$ cat src/rtl/apb_pkg.sv
// Shared encodings and default widths for the APB requester bridge.
package apb_pkg;

  localparam int unsigned DATA_SIZE = 8;
  localparam int unsigned ADDR_SIZE = 5;

  typedef enum logic [1:0] {
    ST_IDLE   = 2'b01,
    ST_SETUP  = 2'b10,
    ST_ACCESS = 2'b11
  } apb_state_e;

endpackage

$ cat src/rtl/apb_master_bridge_if.sv
// Request/response port plus APB bus signals of the bridge, with bridge and environment views.
interface apb_master_bridge_if #(
  parameter int unsigned data_size    = apb_pkg::DATA_SIZE,
  parameter int unsigned address_size = apb_pkg::ADDR_SIZE
);

  logic                    req_valid;
  logic                    req_ready;
  logic                    req_write;
  logic [address_size-1:0] req_addr;
  logic [data_size-1:0]    req_wdata;

  logic                    rsp_valid;
  logic                    rsp_err;
  logic [data_size-1:0]    rsp_rdata;

  logic                    pselx;
  logic                    penable;
  logic                    pwrite;
  logic [address_size-1:0] paddr;
  logic [data_size-1:0]    pwdata;
  logic                    pready;
  logic [data_size-1:0]    prdata;

  // Bridge side: consumes requests, drives the APB bus.
  modport master (
    input  req_valid, req_write, req_addr, req_wdata, pready, prdata,
    output req_ready, rsp_valid, rsp_err, rsp_rdata,
    output pselx, penable, pwrite, paddr, pwdata
  );

  // Environment side: requester plus APB slave.
  modport slave (
    output req_valid, req_write, req_addr, req_wdata, pready, prdata,
    input  req_ready, rsp_valid, rsp_err, rsp_rdata,
    input  pselx, penable, pwrite, paddr, pwdata
  );

endinterface

$ cat src/rtl/apb_master_bridge.sv
// Single-outstanding APB requester: runs SETUP/ACCESS per accepted command and
// returns a one-cycle response, aborting when the slave stalls too long.
module apb_master_bridge
  import apb_pkg::*;
#(
  parameter int unsigned data_size    = DATA_SIZE,
  parameter int unsigned address_size = ADDR_SIZE,
  parameter int unsigned TIMEOUT      = 16,
  parameter int unsigned TO_WIDTH     = 5
) (
  input logic               clock,
  input logic               resetn,
  apb_master_bridge_if.master bus
);

  localparam bit               TO_EN   = (TIMEOUT != 0);
  localparam logic [TO_WIDTH-1:0] CNT_MAX = {TO_WIDTH{1'b1}};
  localparam logic [TO_WIDTH-1:0] CNT_LIM = TO_WIDTH'(TIMEOUT);

  apb_state_e                state_q, state_d;
  logic                      req_ready_q, req_ready_d;
  logic                      pselx_q, pselx_d;
  logic                      penable_q, penable_d;
  logic                      pwrite_q, pwrite_d;
  logic [address_size-1:0]   paddr_q, paddr_d;
  logic [data_size-1:0]      pwdata_q, pwdata_d;
  logic                      rsp_valid_q, rsp_valid_d;
  logic                      rsp_err_q, rsp_err_d;
  logic [data_size-1:0]      rsp_rdata_q, rsp_rdata_d;
  logic [TO_WIDTH-1:0]       wait_cnt_q, wait_cnt_d;
  logic [TO_WIDTH-1:0]       wait_cnt_inc;

  // Wait counter saturates instead of wrapping when no timeout is configured.
  assign wait_cnt_inc = (wait_cnt_q == CNT_MAX) ? wait_cnt_q : wait_cnt_q + TO_WIDTH'(1);

  always_comb begin
    state_d     = state_q;
    req_ready_d = req_ready_q;
    pselx_d     = pselx_q;
    penable_d   = penable_q;
    pwrite_d    = pwrite_q;
    paddr_d     = paddr_q;
    pwdata_d    = pwdata_q;
    rsp_valid_d = 1'b0;
    rsp_err_d   = 1'b0;
    rsp_rdata_d = '0;
    wait_cnt_d  = wait_cnt_q;

    unique case (state_q)
      ST_IDLE: begin
        req_ready_d = 1'b1;
        if (bus.req_valid) begin
          state_d     = ST_SETUP;
          req_ready_d = 1'b0;
          pselx_d     = 1'b1;
          penable_d   = 1'b0;
          pwrite_d    = bus.req_write;
          paddr_d     = bus.req_addr;
          pwdata_d    = bus.req_wdata;
        end
      end
      ST_SETUP: begin
        state_d    = ST_ACCESS;
        penable_d  = 1'b1;
        wait_cnt_d = '0;
      end
      ST_ACCESS: begin
        if (bus.pready) begin
          state_d     = ST_IDLE;
          req_ready_d = 1'b1;
          pselx_d     = 1'b0;
          penable_d   = 1'b0;
          rsp_valid_d = 1'b1;
          rsp_rdata_d = pwrite_q ? '0 : bus.prdata;
        end else begin
          wait_cnt_d = wait_cnt_inc;
          if (TO_EN && (wait_cnt_inc == CNT_LIM)) begin
            state_d     = ST_IDLE;
            req_ready_d = 1'b1;
            pselx_d     = 1'b0;
            penable_d   = 1'b0;
            rsp_valid_d = 1'b1;
            rsp_err_d   = 1'b1;
          end
        end
      end
      default: begin
        state_d     = ST_IDLE;
        req_ready_d = 1'b1;
        pselx_d     = 1'b0;
        penable_d   = 1'b0;
      end
    endcase
  end

  always_ff @(posedge clock) begin
    if (!resetn) begin
      state_q     <= ST_IDLE;
      req_ready_q <= 1'b1;
      pselx_q     <= 1'b0;
      penable_q   <= 1'b0;
      pwrite_q    <= 1'b0;
      paddr_q     <= '0;
      pwdata_q    <= '0;
      rsp_valid_q <= 1'b0;
      rsp_err_q   <= 1'b0;
      rsp_rdata_q <= '0;
      wait_cnt_q  <= '0;
    end else begin
      state_q     <= state_d;
      req_ready_q <= req_ready_d;
      pselx_q     <= pselx_d;
      penable_q   <= penable_d;
      pwrite_q    <= pwrite_d;
      paddr_q     <= paddr_d;
      pwdata_q    <= pwdata_d;
      rsp_valid_q <= rsp_valid_d;
      rsp_err_q   <= rsp_err_d;
      rsp_rdata_q <= rsp_rdata_d;
      wait_cnt_q  <= wait_cnt_d;
    end
  end

  assign bus.req_ready = req_ready_q;
  assign bus.pselx     = pselx_q;
  assign bus.penable   = penable_q;
  assign bus.pwrite    = pwrite_q;
  assign bus.paddr     = paddr_q;
  assign bus.pwdata    = pwdata_q;
  assign bus.rsp_valid = rsp_valid_q;
  assign bus.rsp_err   = rsp_err_q;
  assign bus.rsp_rdata = rsp_rdata_q;

endmodule

$ cat src/flat_wrapper.sv
// flat-port wrapper written by rule: the top's interface ports become plain ports
module apb_master_bridge_flat import apb_pkg::*;
#(
  parameter int unsigned data_size    = DATA_SIZE,
  parameter int unsigned address_size = ADDR_SIZE,
  parameter int unsigned TIMEOUT      = 16,
  parameter int unsigned TO_WIDTH     = 5
)
  (clock, resetn, bus_req_valid, bus_req_write, bus_req_addr, bus_req_wdata, bus_pready, bus_prdata, bus_req_ready, bus_rsp_valid, bus_rsp_err, bus_rsp_rdata, bus_pselx, bus_penable, bus_pwrite, bus_paddr, bus_pwdata);
  apb_master_bridge_if #(.data_size(data_size), .address_size(address_size)) bus_i ();
  input logic clock;
  input logic resetn;
  input wire logic [$bits(bus_i.req_valid)-1:0] bus_req_valid;
  input wire logic [$bits(bus_i.req_write)-1:0] bus_req_write;
  input wire logic [$bits(bus_i.req_addr)-1:0] bus_req_addr;
  input wire logic [$bits(bus_i.req_wdata)-1:0] bus_req_wdata;
  input wire logic [$bits(bus_i.pready)-1:0] bus_pready;
  input wire logic [$bits(bus_i.prdata)-1:0] bus_prdata;
  output wire logic [$bits(bus_i.req_ready)-1:0] bus_req_ready;
  output wire logic [$bits(bus_i.rsp_valid)-1:0] bus_rsp_valid;
  output wire logic [$bits(bus_i.rsp_err)-1:0] bus_rsp_err;
  output wire logic [$bits(bus_i.rsp_rdata)-1:0] bus_rsp_rdata;
  output wire logic [$bits(bus_i.pselx)-1:0] bus_pselx;
  output wire logic [$bits(bus_i.penable)-1:0] bus_penable;
  output wire logic [$bits(bus_i.pwrite)-1:0] bus_pwrite;
  output wire logic [$bits(bus_i.paddr)-1:0] bus_paddr;
  output wire logic [$bits(bus_i.pwdata)-1:0] bus_pwdata;
  assign bus_i.req_valid = bus_req_valid;
  assign bus_i.req_write = bus_req_write;
  assign bus_i.req_addr = bus_req_addr;
  assign bus_i.req_wdata = bus_req_wdata;
  assign bus_i.pready = bus_pready;
  assign bus_i.prdata = bus_prdata;
  assign bus_req_ready = bus_i.req_ready;
  assign bus_rsp_valid = bus_i.rsp_valid;
  assign bus_rsp_err = bus_i.rsp_err;
  assign bus_rsp_rdata = bus_i.rsp_rdata;
  assign bus_pselx = bus_i.pselx;
  assign bus_penable = bus_i.penable;
  assign bus_pwrite = bus_i.pwrite;
  assign bus_paddr = bus_i.paddr;
  assign bus_pwdata = bus_i.pwdata;
  apb_master_bridge #(.data_size(data_size), .address_size(address_size), .TIMEOUT(TIMEOUT), .TO_WIDTH(TO_WIDTH)) u_core (.clock(clock), .resetn(resetn), .bus(bus_i));
endmodule
$ cat config.mk
export PLATFORM = sky130hd
export DESIGN_NAME = apb_master_bridge_flat
export DESIGN_NICKNAME = d
export VERILOG_FILES = /design/src/rtl/apb_pkg.sv /design/src/rtl/apb_master_bridge_if.sv /design/src/rtl/apb_master_bridge.sv /design/src/flat_wrapper.sv
export SDC_FILE = /design/constraint.sdc
export NUM_CORES = 1
export LEC_CHECK = 0
export CORE_AREA = 2 2 44 87
export CTS_CLUSTER_DIAMETER = 50
export CTS_CLUSTER_SIZE = 24
export DETAILED_ROUTE_END_ITERATION = 8
export DIE_AREA = 0 0 46 89
export PLACE_DENSITY = 0.87
export SLEW_MARGIN = 20
export SYNTH_ARGS = -nofsm -noshare
export SYNTH_HDL_FRONTEND = slang
export SYNTH_SLANG_ARGS = --single-unit
$ cat constraint.sdc
create_clock -name clock -period 2.3 [get_ports clock]
set_clock_uncertainty 0.05 [all_clocks]
set_input_delay 0.575 -clock clock [delete_from_list [all_inputs] [get_ports clock]]
set_output_delay 0.575 -clock clock [all_outputs]
set_load 0.05 [all_outputs]
Yosys cells after proc, flatten, opt, wreduce, memory -nomap -nowiden

Cells that the tools add are included.

$add $sub $neg: 1
Eq/ne operators: 8
Mux-type cells: 19
Bitwise gates (word level): 4
Reduce and logical (&&, ||, !) cells: 9

Operators by type and width:

| kind                                                                   | number |
|---|---|
| 5-bit equality test (second input constant)                            | 2 |
| 5-bit 2-to-1 mux                                                       | 2 |
| 5-bit one-hot mux with 2 select lines                                  | 1 |
| 2-bit AND reduction                                                    | 5 |
| 1-bit 2-to-1 mux                                                       | 9 |
| 1-bit one-hot mux with 3 select lines                                  | 3 |
| 2-bit 2-to-1 mux                                                       | 3 |
| 2-bit one-hot mux with 3 select lines                                  | 1 |
| 5-bit by 1-bit adder with 5-bit output (second input constant)         | 1 |
| 2-bit equality test (second input constant)                            | 2 |
| 2-bit != test (second input constant)                                  | 2 |
| 1-bit NOT                                                              | 4 |
| 4-bit OR reduction                                                     | 1 |
| 3-bit by 2-bit != test with 1-bit output (second input constant)       | 1 |
| 3-bit AND reduction                                                    | 1 |
| 3-bit OR reduction                                                     | 1 |
| 2-bit by 1-bit equality test with 1-bit output (second input constant) | 1 |
| 2-bit nonzero test                                                     | 1 |

Bits in registers: 34
Word-level logic and storage cells: 52

Logic depth before layout (Yosys ltp)

Word-level depth: 6
Mapped depth: 7

Least setup slack after synthesis

No wires, ideal clock.

Path kind: reg2reg
Start: reg u_core.wait_cnt_q[0]
End: reg u_core.state_q[0]
Setup time: 0.123 ns
Data arrival time: 1.871 ns
Path slack: 0.256 ns
Cell stages (with the launch flop): 6
Path through: dfxtp_1 > ha_1 > or4b_4 > and2_4 > a221oi_4 > mux2_1

Cells in the longest elaborated chain, start to end: 5

Ends and longest elaborated chain:

| what                                                                          | line                     | text |
|---|---|---|
| start, declared                                                               | apb_master_bridge.sv:30  | `logic [TO_WIDTH-1:0] wait_cnt_q, wait_cnt_d;` |
| start signal, assigned                                                        | apb_master_bridge.sv:120 | `wait_cnt_q <= wait_cnt_d;` |
| 5-bit by 1-bit adder with 5-bit output or 5-bit equality test (tied branches) | apb_master_bridge.sv:34  | `assign wait_cnt_inc = (wait_cnt_q == CNT_MAX) ? wait_cnt_q : wait_cnt_q + TO_WIDTH'(1);` |
| 5-bit 2-to-1 mux *                                                            | apb_master_bridge.sv:34  |  |
| 5-bit equality test *                                                         | apb_master_bridge.sv:77  | `if (TO_EN && (wait_cnt_inc == CNT_LIM)) begin` |
| 3-bit by 2-bit != test with 1-bit output (no source line) *                   | n/a                      |  |
| 2-bit AND reduction (no source line) *                                        | n/a                      |  |
| end signal, assigned                                                          | apb_master_bridge.sv:110 | `state_q <= state_d;` |
| end, declared                                                                 | apb_master_bridge.sv:20  | `apb_state_e state_q, state_d;` |

Mark *: on every way between the ends. The rest lies on a longest branch, timed or not.
A chain may end at the register's enable or synchronous reset.

Worst setup path in the final report

Start: reg u_core.wait_cnt_q[0]
End: reg u_core.req_ready_q (netlist: u_core.bus.req_ready)

Cells in the longest elaborated chain, start to end: 5

Ends and longest elaborated chain:

| what                                                                          | line                     | text |
|---|---|---|
| 5-bit by 1-bit adder with 5-bit output or 5-bit equality test (tied branches) | apb_master_bridge.sv:34  |  |
| 5-bit 2-to-1 mux *                                                            | apb_master_bridge.sv:34  |  |
| 5-bit equality test *                                                         | apb_master_bridge.sv:77  |  |
| 3-bit by 2-bit != test with 1-bit output (no source line) *                   | n/a                      |  |
| 2-bit AND reduction (no source line) *                                        | n/a                      |  |
| end signal, assigned                                                          | apb_master_bridge.sv:111 | `req_ready_q <= req_ready_d;` |
| end, declared                                                                 | apb_master_bridge.sv:21  | `logic req_ready_q, req_ready_d;` |

Marks and branches as above.

==> results.cfg <==
[clock_network]
cts_root_buf = clkbuf_8
clk_pin_slew_ps = 70
htreeDepth = 2
cts_setup_buffers = 0
cts_tree = done
insertion_delay_ps = 280
clock_path_buffers = 2
ctsResizeCount = 0
cts_hold_buf = 0
cts_sinks = 34
cts_buffers = 5

[pwr]
vdd.ir_drop.worst_mv = 0.5349
power_density_nw_per_um2 = 981.0
leakage_nw = 0.8412
power_mw = 2.104

[layout]
diodes = 0
syn_to_final_growth_pct = 48.91
fin_nets = 245
final_common_cell = clkdlybuf4s50_1
multi_input_area_um2 = 721.9
regArea_um2 = 680.7
drive_above_1_share = 0.1023
layout_common_cells = 52 x clkdlybuf4s50_1, 40 x nand2_1, 34 x dfxtp_1
fillCellCount = 284

[detailed_routing]
vias_per_cell = 5.170
drt_wl_total_mm = 3.382
drt-pass1-iter-count = 4
wl_per_cell_um = 13.69
postRouteAntennaNets = 0
drcViolationCount = 0
drtIter0Drc = 16
dr_total_vias = 1277

[timing]
period_needed_ps = 2155
hold_viol = 0
fin_tns_setup_ps = 0
finalSetupViolCount = 0
drv_slew = 0
relSlewSlack = 0.6421
worst_pin_slew_ps = 521.9
rsz0062_at_grt = no
fmax_mhz = 464.0
final.period_utilization = 0.9370

[setup_path]
crit_type = reg -> reg
arrival_ps = 2280
end_kind = flip-flop
path_max_fanout = 6
cp_data_required_time_ps = 2430
startpoint_type = flip-flop

[die]
die_y_um = 89
die_w_um = 46
start_util = 0.4263
io_pins = 53
core_area_um2 = 3378
fp.dieArea_um2 = 4094
rows = 30

[global_routing]
grt_pass1_wl_mm = 5.664
grt_antenna_before_repair = 0
grt-ovfl-total = 0
grt_pass1_vias = 1243
grt.total_usage = 0.1896
grt_max_degree = 21

[outcome]
status = finished clean

[worst_hold_path]
holdCritPathClass = reg -> reg

[run]
maxCapViolations = 0

[placement]
port-buffer-count = 52
gp_congestion = 0.8523
post-dp-hpwl_mm = 2.488

[logic_synthesis]
synth.area.top_cells = dfxtp_1 47%, nand2_1 10%, a21boi_0 8.9%, ha_1 4.3%, and2_1 3.9%
synth-async-reset-ratio = 0
synth-seq-cells = 34
syn_inst = 154
synth_area_um2 = 1440
synth_cell_types = 32
yosysTopAreaCell = dfxtp_1
synth.yosys.seq_area_share = 0.4726
ys.flop_type = dfxtp_1
syn_avg_cell_area_um2 = 9.352
synth_top_area_share = 0.4726
ys_warn_count = 0
synth_nets = 185
synth_edf_count = 0
==> cell families after synthesis <==
family                     share of synthesized area
buffers and inverters                        0.02607
DFF                                           0.4726
and+or+nand+nor                               0.2467
AOI/OAI and AO/OA                             0.1651
adders and majority gates                    0.04344
muxes                                        0.04604
==> where the power goes <==
part	switching, mW	internal [mW]	total, mW
Clock	0.210	0.302	0.512
Combinational	0.501	0.358	0.859
Sequential	0.0559	0.677	0.733
==> registers in the layout, indices dropped and copies added (netlist names) <==
register	flops
u_core.bus.pselx	1
u_core.bus.rsp_valid	1
u_core.bus.penable	1
u_core.state_q	2
u_core.bus.pwrite	1
u_core.bus.pwdata	8
u_core.bus.paddr	5
u_core.bus.rsp_err	1
u_core.wait_cnt_q	5
u_core.bus.rsp_rdata	8
u_core.bus.req_ready	1
==> synthesized netlist by cell type (2+ instances only) <==
cell and instances:
nor3b_1 2, o211ai_1 2, a21oi_1 2, a21boi_0 17
nand4_1 2, nand2_1 40, inv_1 3, dfxtp_1 34
clkbuf_1 7, nor2b_1 6, and2_1 9, mux2i_1 4
ha_1 5, nand2b_1 3
==> critical path: stages (launching register included) <==
cell and delay, ps:
dfxtp_1 350, ha_1 290, or4b_4 510, and2_4 190, a221o_1 360, mux2_4 300
==> final timing paths <==
kind	from	end	slack, ps	cells past startpoint
max	u_core.wait_cnt_q[0]$_SDFFE_PN0P_	u_core.bus.req_ready$_SDFFE_PN1P_	140	5
min	u_core.bus.paddr[3]$_SDFFE_PN0P_	u_core.bus.paddr[3]$_SDFFE_PN0P_	410	2
max reg2reg	u_core.wait_cnt_q[0]$_SDFFE_PN0P_	u_core.bus.req_ready$_SDFFE_PN1P_	140	5
min reg2reg	u_core.bus.paddr[3]$_SDFFE_PN0P_	u_core.bus.paddr[3]$_SDFFE_PN0P_	410	2
==> metal layers <==
| metal | track usage | wire (um) | up-vias | part of all wire |
|---|---|---|---|---|
| met5 | 0 | 0 | - | 0 |
| met4 | 0.1169 | 99 | 0 | 0.029 |
| met3 | 0.03434 | 96 | 8 | 0.028 |
| met2 | 0.3232 | 1952 | 30 | 0.58 |
| met1 | 0.2051 | 1233 | 598 | 0.36 |
| li1 | - | - | 641 | - |
==> area by class of cell <==
| type | instances | area share |
|---|---|---|
| multi-input combinational | 110 | 0.3366 |
| sequential | 34 | 0.3174 |
| timing repair buffer | 60 | 0.2707 |
| clock buffer | 8 | 0.05134 |
| tap | 32 | 0.01867 |
| inverter | 3 | 0.005251 |
==> stage by stage <==
step                        util  hold WS [ps]  cell area [um^2]  instances  setup slack, ps
after global placement    0.6022         398.6              2034        239            177.1
after detailed placement  0.6022         406.6              2034        239            141.4
after global routing      0.6348         430.2              2145        247            82.22
final                     0.6348         410.7              2145        247            144.9
after CTS                 0.6348         415.9              2145        247            165.5
after floorplan                -         417.2              1440        154            256.1
Note: power is estimated with default switching activity, not from simulation.
